**src/rtl/sp_bank_rw_engine_if.sv**
```systemverilog
// Bank port bundle: show-ahead write/read FIFO pop ports plus the store and GEMM output handshakes.
// The slave modport is the engine side; the master modport is the FIFO/consumer environment.
interface sp_bank_rw_engine_if #(
    parameter int MAT_S_W = 2,
    parameter int DATA_W  = 64,
    parameter int ADDR_W  = 32
);
    logic                wFIFO_empty;
    logic                wFIFO_REN;
    logic                wFIFO_gemm_result;
    logic [MAT_S_W-1:0]  wFIFO_mat_s;
    logic [1:0]          wFIFO_row_s;
    logic [DATA_W-1:0]   wFIFO_data;

    logic                rFIFO_empty;
    logic                rFIFO_REN;
    logic [ADDR_W-1:0]   rFIFO_addr;
    logic [1:0]          rFIFO_mat_t;
    logic [MAT_S_W-1:0]  rFIFO_mat_s;
    logic [1:0]          rFIFO_row_s;

    logic                st_valid;
    logic                st_ready;
    logic [ADDR_W-1:0]   st_addr;
    logic [1:0]          st_row;
    logic [DATA_W-1:0]   st_data;

    logic                gm_valid;
    logic                gm_ready;
    logic [1:0]          gm_type;
    logic [1:0]          gm_row;
    logic [DATA_W-1:0]   gm_data;

    logic [7:0]          bank_id;

    modport slave (
        input  wFIFO_empty, wFIFO_gemm_result, wFIFO_mat_s, wFIFO_row_s, wFIFO_data,
        output wFIFO_REN,
        input  rFIFO_empty, rFIFO_addr, rFIFO_mat_t, rFIFO_mat_s, rFIFO_row_s,
        output rFIFO_REN,
        output st_valid, st_addr, st_row, st_data,
        input  st_ready,
        output gm_valid, gm_type, gm_row, gm_data,
        input  gm_ready,
        output bank_id
    );

    modport master (
        output wFIFO_empty, wFIFO_gemm_result, wFIFO_mat_s, wFIFO_row_s, wFIFO_data,
        input  wFIFO_REN,
        output rFIFO_empty, rFIFO_addr, rFIFO_mat_t, rFIFO_mat_s, rFIFO_row_s,
        input  rFIFO_REN,
        input  st_valid, st_addr, st_row, st_data,
        output st_ready,
        input  gm_valid, gm_type, gm_row, gm_data,
        output gm_ready,
        input  bank_id
    );
endinterface

```
**src/rtl/sp_bank_rw_engine.sv**
```systemverilog
// Scratchpad bank: 4x4 row store, one write or one read per cycle, reads land in output regs 1 cycle after pop.
// Outputs hold under back-pressure; a read waits until its destination register is free or draining.
module sp_bank_rw_engine #(
    parameter int BANK_NUM = 0,
    parameter int MAT_S_W  = 2,
    parameter int DATA_W   = 64,
    parameter int ADDR_W   = 32
) (
    input  logic                 CLK,
    input  logic                 RST,
    sp_bank_rw_engine_if.slave   bus
);
    localparam int IDX_W = MAT_S_W + 2;
    localparam int ROWS  = 1 << IDX_W;

    typedef enum logic [1:0] {IDLE = 2'd0, WRITE = 2'd1, READ = 2'd2, STALL = 2'd3} state_t;

    state_t              state_q, state_d;
    logic                last_grant_q;       // 1 = read was granted last
    logic [DATA_W-1:0]   rows_q [ROWS];

    logic                st_valid_q, gm_valid_q;
    logic [ADDR_W-1:0]   st_addr_q;
    logic [1:0]          st_row_q, gm_row_q, gm_type_q;
    logic [DATA_W-1:0]   st_data_q, gm_data_q;

    logic                w_pend, r_pend, r_to_st, st_free, gm_free, r_elig;
    logic                grant_w, grant_r;
    logic [IDX_W-1:0]    widx, ridx;

    // Entries are stored the same way whether or not they come from GEMM.
    wire unused_gemm_result = bus.wFIFO_gemm_result;

    assign widx = {bus.wFIFO_mat_s, bus.wFIFO_row_s};
    assign ridx = {bus.rFIFO_mat_s, bus.rFIFO_row_s};

    always_comb begin
        w_pend  = !bus.wFIFO_empty;
        r_pend  = !bus.rFIFO_empty;
        r_to_st = (bus.rFIFO_mat_t == 2'd0);
        st_free = !st_valid_q || bus.st_ready;
        gm_free = !gm_valid_q || bus.gm_ready;
        r_elig  = r_pend && (r_to_st ? st_free : gm_free);
        grant_w = w_pend && (!r_elig || last_grant_q);
        grant_r = r_elig && (!w_pend || !last_grant_q);

        state_d = IDLE;
        if (grant_w)
            state_d = WRITE;
        else if (grant_r)
            state_d = READ;
        else if (r_pend && !w_pend)
            state_d = STALL;
    end

    // Pops are suppressed immediately while reset is held so no entry is lost.
    assign bus.wFIFO_REN = grant_w && !RST;
    assign bus.rFIFO_REN = grant_r && !RST;

    always_ff @(posedge CLK) begin
        if (RST) begin
            state_q      <= IDLE;
            last_grant_q <= 1'b1;
            st_valid_q   <= 1'b0;
            st_addr_q    <= '0;
            st_row_q     <= '0;
            st_data_q    <= '0;
            gm_valid_q   <= 1'b0;
            gm_type_q    <= '0;
            gm_row_q     <= '0;
            gm_data_q    <= '0;
            for (int i = 0; i < ROWS; i++)
                rows_q[i] <= '0;
        end else begin
            state_q <= state_d;

            if (grant_w) begin
                rows_q[widx] <= bus.wFIFO_data;
                last_grant_q <= 1'b0;
            end
            if (grant_r)
                last_grant_q <= 1'b1;

            if (grant_r && r_to_st) begin
                st_valid_q <= 1'b1;
                st_addr_q  <= bus.rFIFO_addr;
                st_row_q   <= bus.rFIFO_row_s;
                st_data_q  <= rows_q[ridx];
            end else if (st_valid_q && bus.st_ready) begin
                st_valid_q <= 1'b0;
            end

            if (grant_r && !r_to_st) begin
                gm_valid_q <= 1'b1;
                gm_type_q  <= bus.rFIFO_mat_t;
                gm_row_q   <= bus.rFIFO_row_s;
                gm_data_q  <= rows_q[ridx];
            end else if (gm_valid_q && bus.gm_ready) begin
                gm_valid_q <= 1'b0;
            end
        end
    end

    assign bus.st_valid = st_valid_q;
    assign bus.st_addr  = st_addr_q;
    assign bus.st_row   = st_row_q;
    assign bus.st_data  = st_data_q;
    assign bus.gm_valid = gm_valid_q;
    assign bus.gm_type  = gm_type_q;
    assign bus.gm_row   = gm_row_q;
    assign bus.gm_data  = gm_data_q;
    assign bus.bank_id  = 8'(BANK_NUM);
endmodule
```
**src/flat_wrapper.sv**
```systemverilog
// flat-port wrapper written by rule: the top's interface ports become plain ports
module sp_bank_rw_engine_flat 
#(
    parameter int BANK_NUM = 0,
    parameter int MAT_S_W  = 2,
    parameter int DATA_W   = 64,
    parameter int ADDR_W   = 32
)
  (CLK, RST, bus_wFIFO_empty, bus_wFIFO_gemm_result, bus_wFIFO_mat_s, bus_wFIFO_row_s, bus_wFIFO_data, bus_wFIFO_REN, bus_rFIFO_empty, bus_rFIFO_addr, bus_rFIFO_mat_t, bus_rFIFO_mat_s, bus_rFIFO_row_s, bus_rFIFO_REN, bus_st_valid, bus_st_addr, bus_st_row, bus_st_data, bus_st_ready, bus_gm_valid, bus_gm_type, bus_gm_row, bus_gm_data, bus_gm_ready, bus_bank_id);
  sp_bank_rw_engine_if #(.MAT_S_W(MAT_S_W), .DATA_W(DATA_W), .ADDR_W(ADDR_W)) bus_i ();
  input  logic CLK;
  input  logic RST;
  input wire logic [$bits(bus_i.wFIFO_empty)-1:0] bus_wFIFO_empty;
  input wire logic [$bits(bus_i.wFIFO_gemm_result)-1:0] bus_wFIFO_gemm_result;
  input wire logic [$bits(bus_i.wFIFO_mat_s)-1:0] bus_wFIFO_mat_s;
  input wire logic [$bits(bus_i.wFIFO_row_s)-1:0] bus_wFIFO_row_s;
  input wire logic [$bits(bus_i.wFIFO_data)-1:0] bus_wFIFO_data;
  output wire logic [$bits(bus_i.wFIFO_REN)-1:0] bus_wFIFO_REN;
  input wire logic [$bits(bus_i.rFIFO_empty)-1:0] bus_rFIFO_empty;
  input wire logic [$bits(bus_i.rFIFO_addr)-1:0] bus_rFIFO_addr;
  input wire logic [$bits(bus_i.rFIFO_mat_t)-1:0] bus_rFIFO_mat_t;
  input wire logic [$bits(bus_i.rFIFO_mat_s)-1:0] bus_rFIFO_mat_s;
  input wire logic [$bits(bus_i.rFIFO_row_s)-1:0] bus_rFIFO_row_s;
  output wire logic [$bits(bus_i.rFIFO_REN)-1:0] bus_rFIFO_REN;
  output wire logic [$bits(bus_i.st_valid)-1:0] bus_st_valid;
  output wire logic [$bits(bus_i.st_addr)-1:0] bus_st_addr;
  output wire logic [$bits(bus_i.st_row)-1:0] bus_st_row;
  output wire logic [$bits(bus_i.st_data)-1:0] bus_st_data;
  input wire logic [$bits(bus_i.st_ready)-1:0] bus_st_ready;
  output wire logic [$bits(bus_i.gm_valid)-1:0] bus_gm_valid;
  output wire logic [$bits(bus_i.gm_type)-1:0] bus_gm_type;
  output wire logic [$bits(bus_i.gm_row)-1:0] bus_gm_row;
  output wire logic [$bits(bus_i.gm_data)-1:0] bus_gm_data;
  input wire logic [$bits(bus_i.gm_ready)-1:0] bus_gm_ready;
  output wire logic [$bits(bus_i.bank_id)-1:0] bus_bank_id;
  assign bus_i.wFIFO_empty = bus_wFIFO_empty;
  assign bus_i.wFIFO_gemm_result = bus_wFIFO_gemm_result;
  assign bus_i.wFIFO_mat_s = bus_wFIFO_mat_s;
  assign bus_i.wFIFO_row_s = bus_wFIFO_row_s;
  assign bus_i.wFIFO_data = bus_wFIFO_data;
  assign bus_wFIFO_REN = bus_i.wFIFO_REN;
  assign bus_i.rFIFO_empty = bus_rFIFO_empty;
  assign bus_i.rFIFO_addr = bus_rFIFO_addr;
  assign bus_i.rFIFO_mat_t = bus_rFIFO_mat_t;
  assign bus_i.rFIFO_mat_s = bus_rFIFO_mat_s;
  assign bus_i.rFIFO_row_s = bus_rFIFO_row_s;
  assign bus_rFIFO_REN = bus_i.rFIFO_REN;
  assign bus_st_valid = bus_i.st_valid;
  assign bus_st_addr = bus_i.st_addr;
  assign bus_st_row = bus_i.st_row;
  assign bus_st_data = bus_i.st_data;
  assign bus_i.st_ready = bus_st_ready;
  assign bus_gm_valid = bus_i.gm_valid;
  assign bus_gm_type = bus_i.gm_type;
  assign bus_gm_row = bus_i.gm_row;
  assign bus_gm_data = bus_i.gm_data;
  assign bus_i.gm_ready = bus_gm_ready;
  assign bus_bank_id = bus_i.bank_id;
  sp_bank_rw_engine #(.BANK_NUM(BANK_NUM), .MAT_S_W(MAT_S_W), .DATA_W(DATA_W), .ADDR_W(ADDR_W)) u_core (.CLK(CLK), .RST(RST), .bus(bus_i));
endmodule
```
**config.mk**
```make
export PLATFORM = sky130hd
export DESIGN_NAME = sp_bank_rw_engine_flat
export DESIGN_NICKNAME = d
export VERILOG_FILES = /design/src/rtl/sp_bank_rw_engine_if.sv /design/src/rtl/sp_bank_rw_engine.sv /design/src/flat_wrapper.sv
export SDC_FILE = /design/constraint.sdc
export NUM_CORES = 2
export LEC_CHECK = 0
export ABC_AREA = 0
export BUFFER_PORTS_ARGS = -buffer_cell sky130_fd_sc_hd__buf_2
export CAP_MARGIN = 20
export CORE_UTILIZATION = 55
export DETAILED_ROUTE_END_ITERATION = 16
export PLACE_DENSITY_LB_ADDON = 0.08
export REMOVE_ABC_BUFFERS = 1
export SYNTH_ARGS = -nofsm -noshare
export SYNTH_HDL_FRONTEND = slang
export SYNTH_SLANG_ARGS = --single-unit
```
**constraint.sdc**
```tcl
create_clock -name CLK -period 10.2 [get_ports CLK]
set_input_delay 2.04 -clock CLK [delete_from_list [all_inputs] [get_ports CLK]]
set_output_delay 2.04 -clock CLK [all_outputs]
set_load 0.05 [all_outputs]
```
==> impl_metrics.toml <==
[run_status]
outcome = "finished clean"

[worst_setup_path]
slowest_stage = "a2111o_1"
r2r_start = "u_core.bus.gm_valid"
end_kind = "primary output"
rrSetupSlack_ns = 6.40
crit_top_cell = "buf_2"
path_max_fanout = 14
cp.required_ns = 8.16
crit_buf_inv = 2
startpoint_type = "input pin"
r2r_cells = 5
critical_path_class = "in -> out"
path_depth = 5
critPathArrivalTime_ns = 3.79
crit_family = "compound AO/OA/AOI/OAI gates"
worstReg2RegEnd = "u_core.rows_q[15][33]"
critical_path.cell_chain = "buf_2 -> nor2b_1 -> a2111o_1 -> nor3b_1 -> buf_2"
cp_slowest_stage_delay_ns = 0.73

[yosys]
synth_cells = 3856
synth_top_cells_by_count = "nor2_1 (1144), edfxtp_1 (1024), mux2i_1 (386)"
synth_largest_area_cell = "edfxtp_1"
yosysSeqAreaShare = 0.678
synth_top_area_share = 0.611
yosysMostFrequentCell = "nor2_1"
synth_edf_count = 1024
synth_area_leaders = "edfxtp_1 (61%), nor2_1 (8.5%), mux2i_1 (7.7%)"
yosys_most_used_dff = "edfxtp_1"
synth_area_per_cell_um2 = 13.1
syn_area_um2 = 50300
synth_warnings = 0
synthArstFlopShare = 0
yosys_register_bits = 1193
ys_types = 41

[die]
num_rows = 110
coreArea_um2 = 90300
die_w_um = 305
die_area_um2 = 92700
io_pins = 291
initial_core_util = 0.558
dieHeight_um = 305

[cts]
clockBufferDepth = 3
cts_buffers = 131
post_cts_resized = 0
cts_tree = "built"
clock_latency_ns = 0.73
post_cts_buffers = 0
ctsHoldBuffers = 0
clock_sinks = 1193
htreeDepth = 4
cts-root-buf = "clkbuf_16"
clk_pin_slew_ns = 0.06

[job]
max-cap-violations = 0

[routing]
wire_per_inst_um = 26.8
drt-met1-wl_um = 57900
top_layer_used = "met4"
wl_um = 140000
drtAntennaViolNets = 0
met2_length_um = 66300
met3_wirelength_um = 13100
drt_iter0_drc = 3844
drtPass1Iterations = 9
drc = 0
routed_via_density = 6.15
dr_total_vias = 32300

[sta]
clock_skew_ns = 0.0252
fmax_ghz = 0.172
rsz0062_at_grt = "false"
drv_slew = 0
slew_headroom = 0.210
fin_crit_sh = 0.571
period_minus_slack_ns = 5.83
tightest_slew_ns = 1.19
tns_ns = 0
hold_viol = 0
finalSetupViolations = 0

[global_routing]
grt_pass1_wl_um = 205000
grt-ovfl-total = 0
grt_usage = 0.302
grt_max_degree = 104
grt_pass1_vias = 31500
antenna_found_initial = 3

[placement]
dpl_cell_area_um2 = 52200
place.gp.congestion = 0.761
port_buffers = 281
dp.final_hpwl_um = 70500

[worst_hold_path]
holdPathStages = 2
min_from = "u_core.bus.st_addr[16]"
hp-class = "reg -> reg"
hold_end = "u_core.bus.st_addr[16]"

[finish]
layout.nets = 4080
design_area_um2 = 56300
num-fill-cells = 6918
layout-drive-gt1-share = 0.152
area_growth_pct = 11.8

[pwr]
p_per_area_nw_per_um2 = 193
ir_worst_vdd_mv = 0.171
p_leak_uw = 0.0215
==> worst max-delay path by stage <==
stage | startpoint | endpoint | slack [ns]
2_1_floorplan | bus_rFIFO_mat_t[1] | u_core.bus.st_data[0] | -4.20
3_3_place_gp | bus_gm_ready | bus_wFIFO_REN | 4.42
3_5_place_dp | bus_gm_ready | bus_wFIFO_REN | 4.41
4_1_cts | bus_gm_ready | bus_wFIFO_REN | 4.40
5_1_grt | bus_gm_ready | bus_wFIFO_REN | 4.25
6_report | bus_gm_ready | bus_wFIFO_REN | 4.37
==> cell type report <==
| class | instances | area [um^2] | area share |
|---|---|---|---|
| sequential | 1193 | 34100 | 0.607 |
| clock buffer | 191 | 3750 | 0.0666 |
| multi-input combinational | 2297 | 14700 | 0.261 |
| inverter | 3 | 13.8 | 0.000245 |
| timing repair buffer | 341 | 1990 | 0.0353 |
| clock inverter | 45 | 226 | 0.00403 |
| antenna | 1 | 2.50 | 0.0000445 |
| tap | 1176 | 1470 | 0.0262 |
==> metal layers <==
layer | vias to the layer above | GRT usage
met3 | 214 | 0.0464
met5 | - | 0
met4 | 0 | 0.0839
li1 | 14200 | -
met1 | 16200 | 0.430
met2 | 1611 | 0.486
==> report_power, final <==
group          internal, uW  switching (uW)
Combinational           246             686
Sequential             5450            48.3
Clock                  2540            1860
==> through the flow <==
step | power, uW | setup slack [ns] | std cells | utilization | hold slack [ns]
after floorplan | 6130 | -4.20 | 3493 | - | 0.446
after global placement | 6520 | 4.42 | 5006 | 0.578 | 0.440
after detailed placement | 6530 | 4.41 | 5006 | 0.578 | 0.441
after CTS | 10900 | 4.40 | 5242 | 0.622 | 0.451
after global routing | 11100 | 4.25 | 5246 | 0.623 | 0.463
final | 10800 | 4.37 | 5247 | 0.623 | 0.450
==> worst min-delay path: stages, from the launching register on <==
cell,delay (ns)
dfxtp_1,0.30
nand2_1,0.05
a21oi_1,0.05
==> kinds of logic after synthesis <==
| group | Yosys count | synth area share |
|---|---|---|
| AOI/OAI and AO/OA | 443 | 0.0702 |
| buffers and inverters | 373 | 0.0361 |
| DFF | 1193 | 0.678 |
| muxes | 450 | 0.105 |
| other | 1 | 0.0000745 |
| and+or+nand+nor | 1396 | 0.110 |
==> sequential cells by signal, indices dropped and copies added, names as in the netlist <==
name	count
u_core.bus.gm_row	2
u_core.bus.gm_type	2
u_core.bus.st_valid	1
u_core.bus.st_data	64
u_core.bus.st_addr	32
u_core.last_grant_q	1
u_core.bus.gm_valid	1
u_core.bus.st_row	2
u_core.rows_q	1024
u_core.bus.gm_data	64
==> layout by cell type, fill, tap and decap left out, drive strengths merged <==
master / netlist / final
a2111o: 2 / 2
a2111oi: 2 / 2
a211oi: 64 / 64
a21o: 12 / 12
a21oi: 101 / 101
a221o: 44 / 44
a221oi: 20 / 20
a222oi: 64 / 64
a22oi: 20 / 20
a2bb2oi: 44 / 44
a31o: 4 / 4
and2: 2 / 2
and3b: 3 / 3
and4b: 1 / 1
buf: 256 / 341
clkbuf: 114 / 191
clkinv: 0 / 38
conb: 1 / 8
dfxtp: 169 / 169
diode: 0 / 1
edfxtp: 1024 / 1024
inv: 3 / 10
mux2i: 386 / 386
mux4: 64 / 64
nand2: 135 / 135
nand2b: 85 / 85
nand3: 6 / 6
nand4: 2 / 2
nor2: 1144 / 1144
nor2b: 11 / 11
nor3: 1 / 1
nor3b: 2 / 2
nor4: 1 / 1
nor4b: 1 / 1
o21ai: 2 / 2
o2bb2ai: 64 / 64
or2: 1 / 1
or4: 1 / 1
No activity file was read; power rests on OpenSTA's default activity.
